[src/rtl/multdiv_pkg.sv]
// Shared types and op-class helpers for the multiply/divide sequencer.
package multdiv_pkg;

  typedef enum logic [3:0] {
    OpNop,
    OpMult,
    OpMultu,
    OpMadd,
    OpMaddu,
    OpMsub,
    OpMsubu,
    OpDiv,
    OpDivu,
    OpMthi,
    OpMtlo
  } md_op_t;

  typedef enum logic [1:0] {
    StIdle,
    StBusy,
    StAcc,
    StDone
  } md_state_t;

  // Ops whose product is folded into HI/LO rather than written directly.
  function automatic logic is_acc(md_op_t op);
    return op inside {OpMadd, OpMaddu, OpMsub, OpMsubu};
  endfunction

  function automatic logic is_sub(md_op_t op);
    return op inside {OpMsub, OpMsubu};
  endfunction

  // Ops that occupy the multiply/divide unit.
  function automatic logic is_md(md_op_t op);
    return op inside {OpMult, OpMultu, OpMadd, OpMaddu, OpMsub, OpMsubu, OpDiv, OpDivu};
  endfunction

endpackage

[src/rtl/multdiv_ctrl_if.sv]
// EXE-side request, unit handshake and HI/LO outputs of the multdiv sequencer.
// The master modport is the environment (EXE stage plus the arithmetic unit).
interface multdiv_ctrl_if #(
  parameter int unsigned DATA_W = 32
);
  import multdiv_pkg::*;

  logic              req_valid;
  md_op_t            req_op;
  logic [DATA_W-1:0] req_a;
  logic [DATA_W-1:0] req_b;
  logic              flush;
  logic              unit_start;
  md_op_t            unit_op;
  logic [DATA_W-1:0] unit_a;
  logic [DATA_W-1:0] unit_b;
  logic              unit_abort;
  logic              unit_done;
  logic [DATA_W-1:0] unit_hi;
  logic [DATA_W-1:0] unit_lo;
  logic              stall;
  logic [DATA_W-1:0] hi;
  logic [DATA_W-1:0] lo;

  modport master (
    output req_valid, req_op, req_a, req_b, flush, unit_done, unit_hi, unit_lo,
    input  unit_start, unit_op, unit_a, unit_b, unit_abort, stall, hi, lo
  );

  modport slave (
    input  req_valid, req_op, req_a, req_b, flush, unit_done, unit_hi, unit_lo,
    output unit_start, unit_op, unit_a, unit_b, unit_abort, stall, hi, lo
  );

endinterface

[src/rtl/hilo_acc.sv]
// Combinational {HI,LO} +/- product for MADD/MSUB; wraps modulo 2^Width.
module hilo_acc #(
  parameter int unsigned Width = 64
) (
  input  logic [Width-1:0] hilo_i,
  input  logic [Width-1:0] prod_i,
  input  logic             sub_i,
  output logic [Width-1:0] sum_o
);

  // Add or subtract the captured product.
  always_comb begin
    sum_o = sub_i ? (hilo_i - prod_i) : (hilo_i + prod_i);
  end

endmodule

[src/rtl/multdiv_ctrl.sv]
// Sequencer and HI/LO owner for the EXE-stage multiply/divide unit.
module multdiv_ctrl import multdiv_pkg::*; #(
  parameter int unsigned DATA_W = 32
) (
  input  logic          clk,
  input  logic          rst,
  multdiv_ctrl_if.slave bus
);

  md_state_t           state_q, state_d;
  md_op_t              op_q, op_d;
  logic [DATA_W-1:0]   a_q, a_d;
  logic [DATA_W-1:0]   b_q, b_d;
  logic [DATA_W-1:0]   hi_q, hi_d;
  logic [DATA_W-1:0]   lo_q, lo_d;
  logic [2*DATA_W-1:0] prod_q, prod_d;
  logic [2*DATA_W-1:0] acc_sum;
  logic                md_req;
  logic                start;
  logic                abort;

  assign md_req = bus.req_valid && is_md(bus.req_op);

  hilo_acc #(
    .Width(2 * DATA_W)
  ) u_acc (
    .hilo_i({hi_q, lo_q}),
    .prod_i(prod_q),
    .sub_i (is_sub(op_q)),
    .sum_o (acc_sum)
  );

  // Next-state, operand latch and HI/LO write selection; flush overrides everything.
  always_comb begin
    state_d = state_q;
    op_d    = op_q;
    a_d     = a_q;
    b_d     = b_q;
    hi_d    = hi_q;
    lo_d    = lo_q;
    prod_d  = prod_q;
    start   = 1'b0;
    abort   = 1'b0;
    unique case (state_q)
      StIdle: begin
        // Reset is folded in so the combinational outputs read as idle while held.
        if (!bus.flush && rst) begin
          if (md_req) begin
            op_d    = bus.req_op;
            a_d     = bus.req_a;
            b_d     = bus.req_b;
            start   = 1'b1;
            state_d = StBusy;
          end else if (bus.req_valid && bus.req_op == OpMthi) begin
            hi_d = bus.req_a;
          end else if (bus.req_valid && bus.req_op == OpMtlo) begin
            lo_d = bus.req_a;
          end
        end
      end
      StBusy: begin
        if (bus.flush) begin
          abort   = 1'b1;
          state_d = StIdle;
        end else if (bus.unit_done) begin
          if (is_acc(op_q)) begin
            prod_d  = {bus.unit_hi, bus.unit_lo};
            state_d = StAcc;
          end else begin
            hi_d    = bus.unit_hi;
            lo_d    = bus.unit_lo;
            state_d = StDone;
          end
        end
      end
      StAcc: begin
        if (bus.flush) begin
          state_d = StIdle;
        end else begin
          {hi_d, lo_d} = acc_sum;
          state_d      = StDone;
        end
      end
      StDone: begin
        // The finished instruction is still presented this cycle; do not relaunch it.
        state_d = StIdle;
      end
      default: state_d = StIdle;
    endcase
  end

  // State, operand and architectural register update.
  always_ff @(posedge clk or negedge rst) begin
    if (!rst) begin
      state_q <= StIdle;
      op_q    <= OpNop;
      a_q     <= '0;
      b_q     <= '0;
      hi_q    <= '0;
      lo_q    <= '0;
      prod_q  <= '0;
    end else begin
      state_q <= state_d;
      op_q    <= op_d;
      a_q     <= a_d;
      b_q     <= b_d;
      hi_q    <= hi_d;
      lo_q    <= lo_d;
      prod_q  <= prod_d;
    end
  end

  // Output drive; stall covers the issue cycle and the whole unit occupancy.
  always_comb begin
    bus.unit_start = start;
    bus.unit_abort = abort;
    bus.unit_op    = op_q;
    bus.unit_a     = a_q;
    bus.unit_b     = b_q;
    bus.hi         = hi_q;
    bus.lo         = lo_q;
    bus.stall      = start || (state_q == StBusy) || (state_q == StAcc);
  end

endmodule

[src/flat_wrapper.sv]
// flat-port wrapper written by rule: the top's interface ports become plain ports
module multdiv_ctrl_flat import multdiv_pkg::*;
#(
  parameter int unsigned DATA_W = 32
)
  (clk, rst, bus_req_valid, bus_req_op, bus_req_a, bus_req_b, bus_flush, bus_unit_done, bus_unit_hi, bus_unit_lo, bus_unit_start, bus_unit_op, bus_unit_a, bus_unit_b, bus_unit_abort, bus_stall, bus_hi, bus_lo);
  multdiv_ctrl_if #(.DATA_W(DATA_W)) bus_i ();
  input  logic clk;
  input  logic rst;
  input wire logic [$bits(bus_i.req_valid)-1:0] bus_req_valid;
  input wire logic [$bits(bus_i.req_op)-1:0] bus_req_op;
  input wire logic [$bits(bus_i.req_a)-1:0] bus_req_a;
  input wire logic [$bits(bus_i.req_b)-1:0] bus_req_b;
  input wire logic [$bits(bus_i.flush)-1:0] bus_flush;
  input wire logic [$bits(bus_i.unit_done)-1:0] bus_unit_done;
  input wire logic [$bits(bus_i.unit_hi)-1:0] bus_unit_hi;
  input wire logic [$bits(bus_i.unit_lo)-1:0] bus_unit_lo;
  output wire logic [$bits(bus_i.unit_start)-1:0] bus_unit_start;
  output wire logic [$bits(bus_i.unit_op)-1:0] bus_unit_op;
  output wire logic [$bits(bus_i.unit_a)-1:0] bus_unit_a;
  output wire logic [$bits(bus_i.unit_b)-1:0] bus_unit_b;
  output wire logic [$bits(bus_i.unit_abort)-1:0] bus_unit_abort;
  output wire logic [$bits(bus_i.stall)-1:0] bus_stall;
  output wire logic [$bits(bus_i.hi)-1:0] bus_hi;
  output wire logic [$bits(bus_i.lo)-1:0] bus_lo;
  assign bus_i.req_valid = bus_req_valid;
  assign bus_i.req_op = bus_req_op;
  assign bus_i.req_a = bus_req_a;
  assign bus_i.req_b = bus_req_b;
  assign bus_i.flush = bus_flush;
  assign bus_i.unit_done = bus_unit_done;
  assign bus_i.unit_hi = bus_unit_hi;
  assign bus_i.unit_lo = bus_unit_lo;
  assign bus_unit_start = bus_i.unit_start;
  assign bus_unit_op = bus_i.unit_op;
  assign bus_unit_a = bus_i.unit_a;
  assign bus_unit_b = bus_i.unit_b;
  assign bus_unit_abort = bus_i.unit_abort;
  assign bus_stall = bus_i.stall;
  assign bus_hi = bus_i.hi;
  assign bus_lo = bus_i.lo;
  multdiv_ctrl #(.DATA_W(DATA_W)) u_core (.clk(clk), .rst(rst), .bus(bus_i));
endmodule
[config.mk]
export PLATFORM = sky130hd
export DESIGN_NAME = multdiv_ctrl_flat
export DESIGN_NICKNAME = d
export VERILOG_FILES = /design/src/rtl/multdiv_pkg.sv /design/src/rtl/multdiv_ctrl_if.sv /design/src/rtl/hilo_acc.sv /design/src/rtl/multdiv_ctrl.sv /design/src/flat_wrapper.sv
export SDC_FILE = /design/constraint.sdc
export NUM_CORES = 1
export LEC_CHECK = 0
export CAP_MARGIN = 20
export CORE_MARGIN = 4
export CORE_UTILIZATION = 30
export DETAILED_ROUTE_END_ITERATION = 16
export MAX_ROUTING_LAYER = met4
export PLACE_DENSITY = 0.59
export REMOVE_ABC_BUFFERS = 1
export SKIP_CTS_REPAIR_TIMING = 1
export SYNTH_ARGS = -nofsm -noshare
export SYNTH_HDL_FRONTEND = slang
export SYNTH_SLANG_ARGS = --single-unit
export TNS_END_PERCENT = 1
[constraint.sdc]
create_clock -name clk -period 7.55 [get_ports clk]
set_input_delay 1.51 -clock clk [delete_from_list [all_inputs] [get_ports clk]]
set_output_delay 1.51 -clock clk [all_outputs]
set_load 0.03 [all_outputs]
# Word-level counts from Yosys, hierarchy flattened

Index checks and enable logic that the tools add are counted.

Multiplexer cells: 30
Reductions and logical operators: 17
Equal/unequal tests: 28
Bitwise operators: 1
Add/sub/neg operators: 2

Operators by type and width:

| operator             | number |
|---|---|
| $mux W32             | 15 |
| $pmux W32 S3         | 2 |
| $add A64 B64 Y64     | 1 |
| $mux W64             | 1 |
| $sub A64 B64 Y64     | 1 |
| $eq A4 B3 Y1 const B | 7 |
| $eq A4 B2 Y1 const B | 3 |
| $eq A4 B4 Y1 const B | 3 |
| $ne A2 B2 Y1 const B | 6 |
| $mux W2              | 5 |
| $reduce_and A9 Y1    | 1 |
| $ne A2 B1 Y1 const B | 4 |
| $pmux W2 S4          | 1 |
| $reduce_and A8 Y1    | 1 |
| $reduce_bool A8 Y1   | 1 |
| $mux W1              | 6 |
| $reduce_and A3 Y1    | 2 |
| $eq A2 B2 Y1 const B | 2 |
| $eq A4 B1 Y1 const B | 1 |
| $logic_and A1 B1 Y1  | 4 |
| $reduce_and A4 Y1    | 1 |
| $reduce_bool A4 Y1   | 1 |
| $ne A3 B3 Y1 const B | 1 |
| $reduce_bool A3 Y1   | 1 |
| 6 further kinds      | 7 |

Flip-flop bits (word level): 198
Word-level logic and storage cells: 85
Input bits: 137
Output and inout bits: 135

# Logic depth before layout (Yosys ltp)

Depth after elaboration: 8
Depth in mapped cells: 22
Mapped depth without buffers: 22

# Hierarchy

A second synthesis with hierarchy kept.

Cell total of the unflattened synthesis: 1428
Area, all modules: 14167.3 µm²

By module, submodules not included:

| module       | seq. area each (µm²) | area each (µm²) | cells each | times used |
|---|---|---|---|---|
| multdiv_ctrl | 4954.8               | 8916.1          | 645        | 1 |
| hilo_acc     | 0.0                  | 5251.3          | 783        | 1 |

# Worst setup path after synthesis

OpenSTA, ideal clock, no wires.

Path type: reg-to-reg
From: reg u_core.prod_q[14]
To: reg u_core.hi_q[31], in the netlist u_core.bus.hi[31]
Library setup time: 0.095 ns
Data required time: 7.455 ns
Stages on the path, launching flop included: 19
Path buffers: 1
Period minus slack after synthesis: 4.641 ns
Setup slack: 2.909 ns
Arrival: 4.546 ns
Cell sequence: dfrtp_1 -> or4_1 -> nor4_1 -> and2b_1 -> nand3_1 -> nor2_1 -> a21oi_1 -> nor2_1 -> xor2_1 -> ha_1 -> clkdlybuf4s50_2 -> and3_1 -> nand2_1 -> nor4_1 -> a41oi_2 -> o31ai_1 -> a41oi_1 -> xnor2_1 -> o31ai_1

Longest elaborated chain between the ends: 4
Elaborated cells between the ends (all ways): 5
Those cells by class: 2 x add/sub; 3 x mux

RTL lines:

| what                                                 | RTL line            | source |
|---|---|---|
| start, declared                                      | multdiv_ctrl.sv:16  | `logic [2*DATA_W-1:0] prod_q, prod_d;` |
| start signal, assigned                               | multdiv_ctrl.sv:109 | `prod_q <= prod_d;` |
| $add A64 B64 Y64 or $sub A64 B64 Y64 (tied branches) | hilo_acc.sv:13      | `sum_o = sub_i ? (hilo_i - prod_i) : (hilo_i + prod_i);` |
| $mux W64 *                                           | hilo_acc.sv:13      |  |
| $mux W32 *                                           | multdiv_ctrl.sv:77  | `if (bus.flush) begin` |
| $pmux W32 S3 *                                       | multdiv_ctrl.sv:44  | `unique case (state_q)` |
| end signal, assigned                                 | multdiv_ctrl.sv:107 | `hi_q <= hi_d;` |
| end, declared                                        | multdiv_ctrl.sv:14  | `logic [DATA_W-1:0] hi_q, hi_d;` |

Mark *: on every way between the ends. The rest lies on a longest branch, timed or not. The select of a mux whose other input is x is not followed.
A chain may end at the register's enable or synchronous reset.

# Final worst setup path

Same ends and word-level chain as after synthesis.

==> results.py <==
metrics = {
    "setup_path": {
        "r2r_cells": 17,
        "crit_chain": "or4_1, nor4_1, and2b_1, nand3_1, nor3_1, nand2b_1, o31ai_1, xor2_1, ha_1, and2_1, nand3_1, nor4_1, a41oi_2, o31ai_1, a41oi_1, xnor2_1, o31ai_1",
        "cp_top_family": "simple AND/OR/NAND/NOR gates",
        "max_stage_delay_ns": 0.60,
        "crit_type": "register to register",
        "worst_path_max_delay_cell": "or4_1",
        "cp_max_fo": 6,
        "crit_arrival_ns": 6.03,
        "critPathLaunchType": "register",
        "critPathBufInv": 0,
        "cp_common_cell": "o31ai_1",
        "cp.depth": 17,
        "critPathRequiredTime_ns": 7.95,
        "crit_path_end_kind": "register",
    },
    "global_routing": {
        "antenna_found_initial": 0,
        "grt_pass1_vias": 12735,
        "grt-ovfl-total": 0,
        "grt_max_degree": 82,
        "grt_pass1_wl_um": 78400,
        "track_usage_pct": 21.9,
    },
    "logic_synthesis": {
        "synth.avg_cell_area_um2": 8.71,
        "yosys_warnings": 0,
        "synth_flop_cell": "dfrtp_1",
        "synth-async-reset-ratio_pct": 100,
        "synth_top_area_cell": "dfrtp_1",
        "synth_cell_types": 84,
        "synth.most_common_cell": "nand2_1",
        "synth_top_area_share_pct": 36.6,
        "ys_ff_latch": 198,
        "synthTopCellsByArea": "dfrtp_1 37%, nand2_1 9.0%, ha_1 6.3%",
        "synthTopCellsByCount": "326 x nand2_1, 198 x dfrtp_1, 111 x nor2_1",
        "syn-instance-count": 1555,
        "synth_seq_area_share_pct": 36.6,
        "synth_area_mm2": 0.0135,
        "synth-edff-count": 0,
    },
    "die": {
        "fp.dieH_um": 221,
        "die_width_um": 221,
        "core_mm2": 0.0444,
        "rows": 77,
        "initial_core_util_pct": 30.5,
        "io_pins": 272,
        "die-area_mm2": 0.0486,
    },
    "final_layout": {
        "fin_util_pct": 38.9,
        "areaGrowthSynthToFinish_pct": 27.7,
        "drive_above_1_share_pct": 8.03,
        "n_antenna_cell": 0,
        "n_fill_cell": 4564,
        "fin_area_mm2": 0.0173,
        "nNetsFinal": 1986,
    },
    "routing": {
        "antenna_left": 0,
        "drc": 0,
        "wl_per_cell_um": 21.8,
        "wl_um": 52100,
        "drt_iter0_drc": 1075,
        "viasPerCell": 5.35,
        "vias": 12769,
        "drtPass1Iterations": 5,
    },
    "clocking": {
        "clk_pin_slew_ns": 0.07,
        "clkSinkCount": 198,
        "clkLatencyLatePin_ns": 0.50,
        "ctsHtreeMaxLevel": 4,
        "cts.path.max_buffers": 2,
        "cts_tree": "built",
        "root_buffer": "clkbuf_16",
        "numCtsBuffers": 17,
    },
    "timing": {
        "rsz0062_at_grt": "no",
        "tightest_slew_ns": 1.03,
        "fin_crit_sh_pct": 74.6,
        "setup_slack_ns": 1.92,
        "fin_crit_ns": 5.63,
        "hold_viol": 0,
        "slew_violations": 0,
        "finalSetupTns_ns": 0,
        "slew_headroom_pct": 31.6,
        "finalClockSkew_ns": 0.0105,
        "finalSetupViolations": 0,
        "fmax_mhz": 178,
    },
    "min_path": {
        "hold_depth": 2,
        "holdCritPathClass": "register to register",
    },
    "placed_design": {
        "place_area_mm2": 0.0167,
        "numPortBuffers": 271,
        "gp_congestion": 0.968,
        "dpl_worst_slack_ns": 2.00,
        "hpwl_um": 38900,
    },
    "run": {
        "drv_cap": 0,
    },
    "status": {
        "status": "finished clean",
    },
}
## state kept, by name, summed over array words and instances, names as in the netlist
signal and cells:
u_core.state_q 2, u_core.bus.hi 32, u_core.bus.lo 32, u_core.bus.unit_op 4, u_core.bus.unit_b 32, u_core.prod_q 64, u_core.bus.unit_a 32
## final timing paths
kind | to | slack, ns | start
max in group asynchronous | u_core.bus.unit_b[13]$_DFFE_PN0P_ | 4.38 | rst
setup / recovery | u_core.bus.hi[31]$_DFFE_PN0P_ | 1.92 | u_core.prod_q[14]$_DFFE_PN0P_
setup reg to reg | u_core.bus.hi[31]$_DFFE_PN0P_ | 1.92 | u_core.prod_q[14]$_DFFE_PN0P_
hold reg to reg | u_core.bus.unit_b[0]$_DFFE_PN0P_ | 0.48 | u_core.bus.unit_b[0]$_DFFE_PN0P_
hold / removal | u_core.bus.unit_b[0]$_DFFE_PN0P_ | 0.48 | u_core.bus.unit_b[0]$_DFFE_PN0P_
min in group asynchronous | u_core.prod_q[7]$_DFFE_PN0P_ | 1.01 | rst
## worst min-delay path, stage by stage, from the launching register on
cell     delay, ns
dfrtp_1       0.35
nand2_1       0.05
nand2_1       0.05
## layout make-up
class	count	area, um^2	area share [%]
Sequential cell	198	4950	28.6
Clock buffer	22	464	2.68
Multi-Input combinational cell	1248	8080	46.7
Inverter	28	105	0.608
Timing Repair Buffer	287	2840	16.4
Clock inverter	10	121	0.702
Tap cell	592	741	4.28
## cell families (layout without fill, tap and decap cells)
family | Yosys count | after routing | share of synthesized area (%)
buf+inv | 109 | 347 | 3.95
xor+xnor | 126 | 126 | 8.15
flops | 198 | 198 | 36.6
compound gates | 435 | 435 | 21.9
fa+ha+maj | 69 | 69 | 6.43
simple gates | 554 | 554 | 17.7
mux | 64 | 64 | 5.32
## routing by layer
metal	vias up	wire, um	GRT usage (%)
met1	6265	23600	29.0
met3	55	3140	4.61
li1	6040	-	-
met2	409	24500	34.7
met4	0	856	5.03
met5	-	0	-
## layout by cell type (no fill, tap or decap), drive strengths merged, types with 4 or more instances in the layout
cell,count
clkbuf,22
buf,17
o22ai,6
a221o,13
nand2b,10
nand3b,5
a21oi,109
mux2,64
ha,68
o211ai,6
nand3,9
nor3,19
o32ai,5
o21bai,12
nor2b,6
xnor2,65
a31oi,14
or4,7
xor2,61
and2,8
a41oi,4
and3,10
inv,30
o31ai,44
a21o,31
nand4,18
o21ai,93
o21a,6
a221oi,45
dfrtp,198
clkinvlp,4
nor2,111
a31o,5
nor4,7
a211oi,15
clkdlybuf4s50,270
o41ai,10
or3,4
nand2,326
## per-stage QoR
stage               hold slack [ns]  instances
floorplan                     0.500       1474
global route                  0.489       2385
detailed placement            0.462       2353
finish                        0.477       2385
CTS                           0.480       2385
global placement              0.457       2353
Power is left out: the tool's default activity adds up to more than one toggle a clock period on the data nets, which glitch-free logic cannot reach.
